### config.mk
export PLATFORM = sky130hd
export DESIGN_NAME = pe_tile_param
export DESIGN_NICKNAME = d
export VERILOG_FILES = /design/src/rtl/pe_tile_param.sv
export SDC_FILE = /design/constraint.sdc
export NUM_CORES = 1
export LEC_CHECK = 0
export ABC_AREA = 1
export BUFFER_PORTS_ARGS = -buffer_cell sky130_fd_sc_hd__clkbuf_2
export CAP_MARGIN = 10
export CORE_UTILIZATION = 59
export CTS_BUF_LIST = sky130_fd_sc_hd__clkbuf_4
export DETAILED_ROUTE_END_ITERATION = 12
export GPL_ROUTABILITY_DRIVEN = 0
export PLACE_DENSITY = 0.84
export SYNTH_ARGS = -nofsm -noshare
export SYNTH_HDL_FRONTEND = slang
export SYNTH_SLANG_ARGS = --single-unit
### constraint.sdc
create_clock -name i_clk -period 6.8 [get_ports i_clk]
set_clock_uncertainty 0.15 [all_clocks]
set_input_delay 2.04 -clock i_clk [delete_from_list [all_inputs] [get_ports i_clk]]
set_output_delay 2.04 -clock i_clk [all_outputs]
set_load 0.01 [all_outputs]
### src/rtl/pe_tile_param.sv
// pe_tile_param
// Parametrised PE tile: four-sided switch box with optional per-output
// pipeline flops, two connect boxes feeding a 2-input bitwise LUT with an
// optional output flop, and a per-tile configuration register bank with
// write and registered readback.
//
// Ports
//   i_clk, i_reset     : clock, synchronous active-high reset
//   i_tile_id          : static identity of this tile in the array
//   i_config_addr      : [15:0] tile id, [31:16] module id
//   i_config_data      : write data
//   i_config_en        : write strobe
//   i_config_rd        : readback strobe
//   o_config_rdata     : registered readback data
//   o_config_rvalid    : high one cycle after an addressed readback
//   i_in_wire          : tracks, (s,t) at [(s*NUM_TRACKS+t)*TRACK_WIDTH +: TRACK_WIDTH]
//   o_out_wire         : same packing as i_in_wire
//   o_pe_out           : logic block output
//
// Config handshake: a strobe is accepted on any rising edge where it is high
// and i_config_addr[15:0] matches i_tile_id; there is no back-pressure.
// o_config_rvalid qualifies o_config_rdata for exactly one cycle.
module pe_tile_param #(
    parameter int         NUM_TRACKS  = 4,
    parameter int         TRACK_WIDTH = 1,
    parameter logic [3:0] SIDE_MASK   = 4'b1111
) (
    input  logic                                  i_clk,
    input  logic                                  i_reset,
    input  logic [15:0]                           i_tile_id,
    input  logic [31:0]                           i_config_addr,
    input  logic [31:0]                           i_config_data,
    input  logic                                  i_config_en,
    input  logic                                  i_config_rd,
    output logic [31:0]                           o_config_rdata,
    output logic                                  o_config_rvalid,
    input  logic [4*NUM_TRACKS*TRACK_WIDTH-1:0]   i_in_wire,
    output logic [4*NUM_TRACKS*TRACK_WIDTH-1:0]   o_out_wire,
    output logic [TRACK_WIDTH-1:0]                o_pe_out
);

    localparam int NT = NUM_TRACKS;
    localparam int TW = TRACK_WIDTH;

    // Configuration state
    logic [4:0]    r_clb;
    logic [3:0]    r_cb0;
    logic [3:0]    r_cb1;
    logic [2:0]    r_sb_sel [4][NT];
    logic          r_sb_reg [4][NT];

    // Data / pipeline state
    logic [TW-1:0] r_pe_q;
    logic [TW-1:0] r_sb_q   [4][NT];
    logic [31:0]   r_rdata;
    logic          r_rvalid;

    logic [15:0]   w_mod;
    logic          w_tile_hit;
    logic          w_wr;
    logic          w_rd;
    logic [31:0]   w_rd_val;
    logic [TW-1:0] w_op0;
    logic [TW-1:0] w_op1;
    logic [3:0]    w_tt;
    logic [TW-1:0] w_lut;
    logic [TW-1:0] w_pe;
    logic [TW-1:0] w_sb_mux [4][NT];
    logic          w_unused_data;

    assign w_mod      = i_config_addr[31:16];
    assign w_tile_hit = (i_config_addr[15:0] == i_tile_id);
    assign w_wr       = i_config_en && w_tile_hit;
    assign w_rd       = i_config_rd && w_tile_hit;

    // Only the low five data bits ever land in a register.
    assign w_unused_data = ^i_config_data[31:5];

    // Connect boxes: codes 0..NT-1 pick side 0, NT..2NT-1 pick side 1,
    // anything larger leaves the operand at 0.
    always_comb begin
        w_op0 = '0;
        w_op1 = '0;
        for (int t = 0; t < NT; t++) begin
            if (r_cb0 == 4'(t))      w_op0 = i_in_wire[t*TW +: TW];
            if (r_cb0 == 4'(NT + t)) w_op0 = i_in_wire[(NT + t)*TW +: TW];
            if (r_cb1 == 4'(t))      w_op1 = i_in_wire[t*TW +: TW];
            if (r_cb1 == 4'(NT + t)) w_op1 = i_in_wire[(NT + t)*TW +: TW];
        end
    end

    // Bitwise 2-input LUT: each bit lane indexes the truth table independently.
    assign w_tt = r_clb[3:0];

    always_comb begin
        w_lut = '0;
        for (int i = 0; i < TW; i++) begin
            w_lut[i] = w_tt[{w_op1[i], w_op0[i]}];
        end
    end

    assign w_pe     = r_clb[4] ? r_pe_q : w_lut;
    assign o_pe_out = w_pe;

    // Switch box muxes. Sources are in_wire tracks and pe_out only, and the
    // LUT sees in_wire only, so no loop can close inside the tile.
    always_comb begin
        for (int s = 0; s < 4; s++) begin
            for (int t = 0; t < NT; t++) begin
                case (r_sb_sel[s][t])
                    3'd0:    w_sb_mux[s][t] = i_in_wire[(0*NT + t)*TW +: TW];
                    3'd1:    w_sb_mux[s][t] = i_in_wire[(1*NT + t)*TW +: TW];
                    3'd2:    w_sb_mux[s][t] = i_in_wire[(2*NT + t)*TW +: TW];
                    3'd3:    w_sb_mux[s][t] = i_in_wire[(3*NT + t)*TW +: TW];
                    3'd4:    w_sb_mux[s][t] = w_pe;
                    default: w_sb_mux[s][t] = '0;
                endcase
            end
        end
    end

    // Masked sides are tied off; their config registers remain live.
    always_comb begin
        o_out_wire = '0;
        for (int s = 0; s < 4; s++) begin
            for (int t = 0; t < NT; t++) begin
                if (SIDE_MASK[s]) begin
                    o_out_wire[(s*NT + t)*TW +: TW] =
                        r_sb_reg[s][t] ? r_sb_q[s][t] : w_sb_mux[s][t];
                end
            end
        end
    end

    // Readback source, taken from the pre-edge register contents.
    always_comb begin
        w_rd_val = '0;
        if (w_mod == 16'h0000) w_rd_val = {27'd0, r_clb};
        if (w_mod == 16'h0001) w_rd_val = {28'd0, r_cb0};
        if (w_mod == 16'h0002) w_rd_val = {28'd0, r_cb1};
        for (int s = 0; s < 4; s++) begin
            for (int t = 0; t < NT; t++) begin
                if (w_mod == 16'(256 + 16*s + t)) begin
                    w_rd_val = {28'd0, r_sb_reg[s][t], r_sb_sel[s][t]};
                end
            end
        end
    end

    // Configuration registers
    always_ff @(posedge i_clk) begin
        if (i_reset) begin
            r_clb <= '0;
            r_cb0 <= '0;
            r_cb1 <= '0;
            for (int s = 0; s < 4; s++) begin
                for (int t = 0; t < NT; t++) begin
                    r_sb_sel[s][t] <= 3'b111;
                    r_sb_reg[s][t] <= 1'b0;
                end
            end
        end else if (w_wr) begin
            if (w_mod == 16'h0000) r_clb <= i_config_data[4:0];
            if (w_mod == 16'h0001) r_cb0 <= i_config_data[3:0];
            if (w_mod == 16'h0002) r_cb1 <= i_config_data[3:0];
            for (int s = 0; s < 4; s++) begin
                for (int t = 0; t < NT; t++) begin
                    if (w_mod == 16'(256 + 16*s + t)) begin
                        r_sb_sel[s][t] <= i_config_data[2:0];
                        r_sb_reg[s][t] <= i_config_data[3];
                    end
                end
            end
        end
    end

    // Pipeline flops run every cycle, independent of config traffic.
    always_ff @(posedge i_clk) begin
        if (i_reset) begin
            r_pe_q <= '0;
            for (int s = 0; s < 4; s++) begin
                for (int t = 0; t < NT; t++) begin
                    r_sb_q[s][t] <= '0;
                end
            end
        end else begin
            r_pe_q <= w_lut;
            for (int s = 0; s < 4; s++) begin
                for (int t = 0; t < NT; t++) begin
                    r_sb_q[s][t] <= w_sb_mux[s][t];
                end
            end
        end
    end

    // Readback port: rdata holds between accepted reads.
    always_ff @(posedge i_clk) begin
        if (i_reset) begin
            r_rdata  <= '0;
            r_rvalid <= 1'b0;
        end else begin
            r_rvalid <= w_rd;
            if (w_rd) r_rdata <= w_rd_val;
        end
    end

    assign o_config_rdata  = r_rdata;
    assign o_config_rvalid = r_rvalid;

endmodule
; Word-level counts from Yosys, hierarchy flattened
; Memories as Yosys holds them, arrays and structs flattened.
; Cells that the tools add are included.
[op_classes]
muxes = 185
bitwise = 48
magnitude_cmp = 1
n_eq_ne = 97
reduce_logical = 24
[ops]
columns = op, n
row1 = two-way mux 32 bit, 18
row2 = == test 16 x 9 -> 1 bit (second input constant), 16
row3 = two-way mux 1 bit, 133
row4 = == test 3 x 2 -> 1 bit (second input constant), 32
row5 = case mux 1 bit (5 select lines), 16
row6 = == test 3 x 1 -> 1 bit (second input constant), 16
row7 = == test 3 bit (second input constant), 16
row8 = zero test 3 bit, 16
row9 = two-way mux 3 bit, 16
row10 = OR 1 bit, 48
row11 = == test 4 x 3 -> 1 bit (second input constant), 8
row12 = == test 16 x 1 -> 1 bit (second input constant), 1
row13 = == test 16 bit, 1
row14 = == test 16 x 2 -> 1 bit (second input constant), 1
row15 = == test 4 x 2 -> 1 bit (second input constant), 4
row16 = zero test 16 bit, 1
row17 = == test 4 x 1 -> 1 bit (second input constant), 2
row18 = zero test 4 bit, 2
row19 = AND reduction 2 bit, 3
row20 = two-way mux 5 bit, 1
row21 = < comparator 2 x 3 -> 1 bit (second input constant), 1
row22 = binary-select mux 1 bit (select 2 bit), 1
row23 = logical AND 1 bit, 2
[word_totals]
in_bits = 100
output_inout_bits = 50
register_bits = 47
memories = 3
ramBits = 80
word_cells = 364
[memory_table]
columns = name, words, word_bits, rd, rd_clocked_by_memory_dff, wr, line
row1 = r_sb_sel, 4, 12, 4, 0, 4, 49  ; logic [2:0] r_sb_sel [4][NT];
row2 = r_sb_q, 4, 4, 4, 0, 4, 54  ; logic [TW-1:0] r_sb_q [4][NT];
row3 = r_sb_reg, 4, 4, 4, 0, 4, 50  ; logic r_sb_reg [4][NT];

; Longest topological paths before layout
; Gate-level depths: netlist of run 1.
[depth]
word_depth = 20
depth_mapped = 16
depth_no_buf = 16

; Least setup slack after synthesis of run 1
; No wires, ideal clock.
[synth_path]
path_type = in2out
from = input i_in_wire[5]
to = output o_out_wire[0]
cell_stages = 14
required_ns = 4.610
arrival_ns = 3.508
path_slack_ns = 1.102
n_path_buf = 0
cell_sequence = inv_1 o21ai_1 a21oi_1 o21ai_2 o311ai_4 nand2_1 o211ai_1 nand2_1 inv_2 o21ai_4 nand3_1 nand2_1 inv_1 o21ai_0
[synth_between]
elab_chain_len = 10
elab_cells_between_ends = 15
cone_classes = mux (15)
[synth_rtl]
columns = element, line
row1 = "start, declared", 37  ; input logic [4*NUM_TRACKS*TRACK_WIDTH-1:0] i_in_wire,
row2 = two-way mux 1 bit (on tied branches), "86, 88"
row3 = two-way mux 1 bit (on tied branches), "85, 87"
row4 = two-way mux 1 bit (on tied branches), "86, 88"
row5 = two-way mux 1 bit (on tied branches), "85, 87"
row6 = two-way mux 1 bit (on tied branches), "86, 88"
row7 = binary-select mux 1 bit (select 2 bit) (*), 98  ; w_lut[i] = w_tt[{w_op1[i], w_op0[i]}];
row8 = two-way mux 1 bit (not written as such) (*), 98
row9 = two-way mux 1 bit (*), 102  ; assign w_pe = r_clb[4] ? r_pe_q : w_lut;
row10 = case mux 1 bit (5 select lines) (*), 110  ; case (r_sb_sel[s][t])
row11 = two-way mux 1 bit (*), 129  ; r_sb_reg[s][t] ? r_sb_q[s][t] : w_sb_mux[s][t];
row12 = "end, declared", 38  ; output logic [4*NUM_TRACKS*TRACK_WIDTH-1:0] o_out_wire,
; Mark *: on every way between the ends. The rest lies on a longest branch, timed or not. The select of a mux whose other input is x is not followed.

; Final worst setup path of run 1
[layout_path]
from = input i_in_wire[5]
to = output o_out_wire[13]
[layout_between]
elab_chain_len = 10
elab_cells_between_ends = 15
cone_classes = mux (15)
[layout_rtl]
columns = element, line
row1 = two-way mux 1 bit (on tied branches), "86, 88"
row2 = two-way mux 1 bit (on tied branches), "85, 87"
row3 = two-way mux 1 bit (on tied branches), "86, 88"
row4 = two-way mux 1 bit (on tied branches), "85, 87"
row5 = two-way mux 1 bit (on tied branches), "86, 88"
row6 = binary-select mux 1 bit (select 2 bit), 98
row7 = two-way mux 1 bit (not written as such), 98
row8 = two-way mux 1 bit, 102
row9 = case mux 1 bit (5 select lines) (*), 110
row10 = two-way mux 1 bit (*), 129
; Marks and branches as above.

==> results of run 1 <==
synth_stat cells (all sizes together) (4+ instances only):
master    n
nand2   168
nor2    128
inv      94
edfxtp   64
o21ai    63
nand3    53
dfxtp    36
buf      32
a21oi    31
nor3     23
nand4    22
a31o     10
clkbuf    9
o22ai     8
xnor2     8
o211ai    7
or2       4
power breakdown:
group          switching [mW]  leakage (nW)  internal, mW
combinational           0.102          1.66        0.0574
sequential             0.0227         0.929         0.670
clock                   0.195        0.0915         0.162
final timing paths:
path	endpoint	start	slack [ns]	cells after the start
worst max-delay path	o_out_wire[13]	i_in_wire[5]	0.36	18
worst min-delay path	o_config_rdata[4]$_SDFFE_PP0P_	o_config_rdata[4]$_SDFFE_PP0P_	0.33	2
worst max register to register	r_sb_q[1][0]$_SDFF_PP0_	r_cb0[1]$_SDFFE_PP0P_	4.42	15
worst min register to register	o_config_rdata[4]$_SDFFE_PP0P_	o_config_rdata[4]$_SDFFE_PP0P_	0.33	2
worst max-delay path: stages:
cell and delay [ns]:
clkbuf_2 0.08, inv_1 0.31, o21ai_1 0.11, a21oi_1 0.21, o21ai_2 0.11, o311ai_4 0.09, nor2_2 0.06, nor2_2 0.08
nand2_1 0.05, nand2_1 0.07, inv_2 0.05, o21ai_4 0.10, buf_4 0.31, nand3_1 0.11, nand2_1 0.08, inv_1 0.05
o21ai_0 0.17, clkbuf_2 0.17
kinds of logic after synthesis:
| group | after synthesis |
|---|---|
| flops | 100 |
| compound gates | 130 |
| xor+xnor | 8 |
| simple gates | 400 |
| other cells | 1 |
| buf+inv | 137 |
cell type report:
type                    count  share of cell area
repair buffers             96             0.07333
clock inverters             4             0.01121
flip-flops and latches    100              0.4012
clock buffers              12             0.01368
inverters                  96             0.05471
multi-input cells         565              0.4206
well taps                 133             0.02527
cells in the final DEF, fill, tap and decap left out, types with 2 or more instances in the layout:
cell type	instances
clkinv_1	2
clkbuf_4	12
o21ai_1	6
a31o_2	10
inv_2	14
o22ai_1	8
o211ai_1	7
nand2_2	8
nor3_1	21
o21ai_0	46
o41ai_1	2
xnor2_1	8
nand2_1	160
a211oi_1	2
nand3_2	8
nor2_2	7
nand4_1	22
edfxtp_1	64
bufinv_16	2
clkbuf_2	95
a21oi_1	30
dfxtp_1	36
nor3_2	2
or2_2	4
o21ai_2	10
nor2_1	121
nand3_1	45
inv_1	80
conb_1	27
metal layers:
layer / vias up / routed length (microns)
met1: 2646 / 6062
met5: - / 0
met4: 0 / 868
li1: 2719 / -
met3: 78 / 1973
met2: 412 / 7657
==> metrics.txt, run 1 <==
minimum clock period=6.439 ns; Synth Area in Compound Gates=0.1403; Yosys cell types=42; layout net count=968; CTS resizes=0; Routed WL=16,560 microns; Synth Area in XOR/XNOR=0.01175; area post-placement=6422 sq um; area of the mapped netlist=5964 sq um; VDD IR-drop max=106.3 uV; CTS max path bufs=2; clk slew on worst S/H paths=0.15 ns; Initial Utilization=0.6102; DRC Markers=0; share of post-route cells with drive strength above 1=0.2073; Synth Flop Type=edfxtp_1; Hold Buf Count CTS=0; vias after detailed routing=5,855; Overflow after GRT=0; average cell area after synthesis=7.686 sq um; DRT antenna net count=0; layer with the highest usage=met2; worst setup path class=primary input to primary output; max reg flops=48; grt met3 use=0.06441; count of buffers from port buffering=95; initial antenna violation count=0; area delta synth->final=10.43%; Avg WL per Cell=16.46 microns; H-tree depth=3; Final Instance Area=6586 sq um; clock sinks=100; Cell Rows=36; Worst EP required=4.61 ns; Worst Max-Slew Pin Slew=1.049 ns; top-area cell type share of the netlist area=0.3222; async set or reset register ratio after synthesis=0; Syn Inst Count=776; RSZ-0062 raised after global routing=no; DIE WIDTH=102.5 microns; root buffer cell=clkbuf_4; Setup WS pre-CTS=0.4179 ns; Pre-Repair DR Iteration Count=7; final core occ=0.6738; Slew Viols, Final=0; EDFF count, synth=64; All-Layer GR Usage=0.3293; run status=complete, no violations; met2 Usage GRT=0.5354; Seq/Total Area, Yosys=0.4430; # diodes=0; area of the multi-input gates=2770 sq um; Setup violations, final=0; largest net degree at the start of global routing=30; total die area=10,520 sq um; Max-slew headroom=0.2983; largest family of logic cells by synthesized area=simple AND/OR/NAND/NOR gates; number of synthesized register bits=100; startpoint types=primary input; Leakage=2.682 nW; FF+latch area=2643 sq um; placed cell count=990; Finished Layout Cells=1,006; WP data arrival=4.25 ns; class of the most critical hold timing path=flip-flop to flip-flop; final hold violations=0; Fmax=155.3 MHz; final worst slack=0.3613 ns; DP Wirelength=12,310 microns; Yosys warnings=0; first-pass GRT wire length=25,670 microns; total power=1.209 mW; Critical Path Fanout Max=17; largest cells by area after synthesis=edfxtp_1 (32%), dfxtp_1 (12%), nand2_1 (10%); Fill cells=811; adder-cell share of the synthesized area=0; Die Ht=102.5 microns; met1 GRT Util=0.4045; First DRT Iteration DRCs=629; worst-skew pair later-pin latency=0.46 ns; vias per std cell=5.820; Synth Area in Simple Gates=0.2954; Core Footprint=9774 sq um; setup repair bufs after CTS=0; setup_tns=0 ns; Max-Cap Viols=0; Crit. End Element=primary output; vias in the first global route=5,454; Final Cycle Share=0.9469; number of CTS-inserted buffers=9; Top Ports=150; mux cell area share after synthesis=0; Pwr Density=183.6 nW/um^2; top cell type by total area after synthesis=edfxtp_1; WHS=0.3287 ns; CTS tree=built
Note: power is estimated with default switching activity, not from simulation.
==> run 2: changes to the inputs <==
--- a/config.mk
+++ b/config.mk
@@ -8,11 +8,11 @@
 export ABC_AREA = 1
 export BUFFER_PORTS_ARGS = -buffer_cell sky130_fd_sc_hd__clkbuf_2
 export CAP_MARGIN = 10
-export CORE_UTILIZATION = 59
+export CORE_UTILIZATION = 60
 export CTS_BUF_LIST = sky130_fd_sc_hd__clkbuf_4
 export DETAILED_ROUTE_END_ITERATION = 12
 export GPL_ROUTABILITY_DRIVEN = 0
-export PLACE_DENSITY = 0.84
+export PLACE_DENSITY = 0.86
 export SYNTH_ARGS = -nofsm -noshare
 export SYNTH_HDL_FRONTEND = slang
 export SYNTH_SLANG_ARGS = --single-unit
==> run 2 against run 1 <==
Sequential power about the same; final area is essentially flat; first-iteration DRC count decreased by 6.5%; die area is 1.6% lower; routed wire length fell by 6.3%; power fell by 2.5%; setup slack got worse by 0.083 ns; final cell count up 0.20%; critical path type unchanged; highest routed layer unchanged.
==> metrics.txt, run 2 (synthesis results as in run 1) <==
run status=complete, no violations; Pwr Density=179.0 nW/um^2; final core occ=0.6800; share of post-route cells with drive strength above 1=0.2080; vias per std cell=5.650; first-pass GRT wire length=23,960 microns; layout net count=970; First DRT Iteration DRCs=588; worst hold start=o_config_rdata[1]$_SDFFE_PP0P_; commonest cells after routing, fill and taps aside=nand2_1 (160), nor2_1 (121), clkbuf_2 (95); Overflow after GRT=0; Max-slew headroom=0.3377; max reg flops=48; CP peak stage delay=0.38 ns; minimum clock period=6.522 ns; Critical Path Fanout Max=11; Crit. End Element=primary output; area delta synth->final=10.40%; count of buffers from port buffering=95; setup repair bufs after CTS=0; Fmax=153.3 MHz; Slew Viols, Final=0; Top Ports=150; VDD IR-drop max=111.4 uV; initial antenna violation count=0; Avg WL per Cell=15.39 microns; setup_tns=0 ns; DRT antenna net count=0; Worst Max-Slew Pin Slew=0.9898 ns; # diodes=0; Setup violations, final=0; Routed WL=15,510 microns; vias in the first global route=4,951; Final Instance Area=6585 sq um; Final Cycle Share=0.9590; Pre-Repair DR Iteration Count=7; DP Wirelength=11,720 microns; CP Launch Point=i_in_wire[5]; commonest non-fill, non-tap cell in the layout=nand2_1; RSZ-0062 raised after global routing=no; Cell Rows=36; WP data arrival=4.33 ns; DRC Markers=0; final hold violations=0; Hold Buf Count CTS=0; Leakage=2.681 nW; startpoint types=primary input; slowest CP cell=o21ai_4; root buffer cell=clkbuf_4; number of CTS-inserted buffers=9; worst setup path class=primary input to primary output; CTS tree=built; worst-skew pair later-pin latency=0.48 ns; Die Ht=101.7 microns; R2R Path Start=r_cb0[1]$_SDFFE_PP0P_; Worst EP required=4.61 ns; class of the most critical hold timing path=flip-flop to flip-flop; Core Footprint=9684 sq um; clk slew on worst S/H paths=0.16 ns; CTS max path bufs=2; Cell Chain, Critical Path=clkbuf_2 > inv_1 > o21ai_1 > a21oi_1 > o21ai_2 > o311ai_4 > nand2_1 > o211ai_1 > nand2_1 > inv_2 > o21ai_4 > buf_4 > buf_4 > nand3_2 > nand2_2 > inv_2 > o21ai_2 > clkbuf_2; All-Layer GR Usage=0.3125; Initial Utilization=0.6159; clock sinks=100; Max-Cap Viols=0; vias after detailed routing=5,695; area post-placement=6437 sq um; H-tree depth=3; CTS resizes=0; total die area=10,340 sq um; largest net degree at the start of global routing=30; DIE WIDTH=101.7 microns
==> run 2: cell types whose count changed in the layout (fill, tap and decap cells not counted) <==
| cell | before | now |
|---|---|---|
| clkinv_2 | 1 | 0 |
| clkbuf_4 | 12 | 9 |
| clkinv_1 | 2 | 3 |
| inv_8 | 0 | 1 |
| bufinv_16 | 2 | 1 |
| buf_4 | 1 | 3 |
| inv_6 | 0 | 3 |
==> run 2: stage by stage <==
step           setup WS, ns  instances  power, mW  hold WS, ns
2_1_floorplan         1.102        802     0.8074       0.3121
3_3_place_gp         0.3529        992     0.8551       0.3037
3_5_place_dp         0.3080        992     0.8604       0.3145
4_1_cts              0.2982       1008      1.178       0.3353
5_1_grt              0.1009       1008      1.226       0.3667
6_report             0.2785       1008      1.179       0.3319
==> run 2: critical path: cells and delay by family <==
family                 cells  cell delay, ns
AOI/OAI and AO/OA          7            1.14
buffers and inverters      7            0.84
and+or+nand+nor            4            0.29
==> run 2: layout make-up <==
cell class / instances / area, sq um
Multi-Input combinational cell: 565 / 2770
Fill cell: 855 / 3099
Clock inverter: 7 / 80.08
Tap cell: 133 / 166.4
Timing Repair Buffer: 98 / 498.0
Inverter: 96 / 360.3
Clock buffer: 9 / 67.56
Sequential cell: 100 / 2643
==> run 2: worst paths after layout <==
check / to / slack (ns) / depth (start not counted)
max: o_out_wire[5] / 0.28 / 18
min: o_config_rdata[1]$_SDFFE_PP0P_ / 0.33 / 2
max reg2reg: r_sb_q[1][2]$_SDFF_PP0_ / 4.14 / 16
min reg2reg: o_config_rdata[1]$_SDFFE_PP0P_ / 0.33 / 2
==> run 2: where the power goes <==
| part | internal (mW) | switching (mW) | total [mW] |
|---|---|---|---|
| registers | 0.670 | 0.0232 | 0.694 |
| clock network | 0.118 | 0.211 | 0.329 |
| logic | 0.0582 | 0.0976 | 0.156 |
==> run 2: routing by layer <==
metal	track usage	vias up	wire [microns]
met3	0.05866	66	1719
met4	0.1438	0	549
met1	0.4079	2522	5974
met5	0	-	0
li1	-	2738	-
met2	0.5052	369	7270
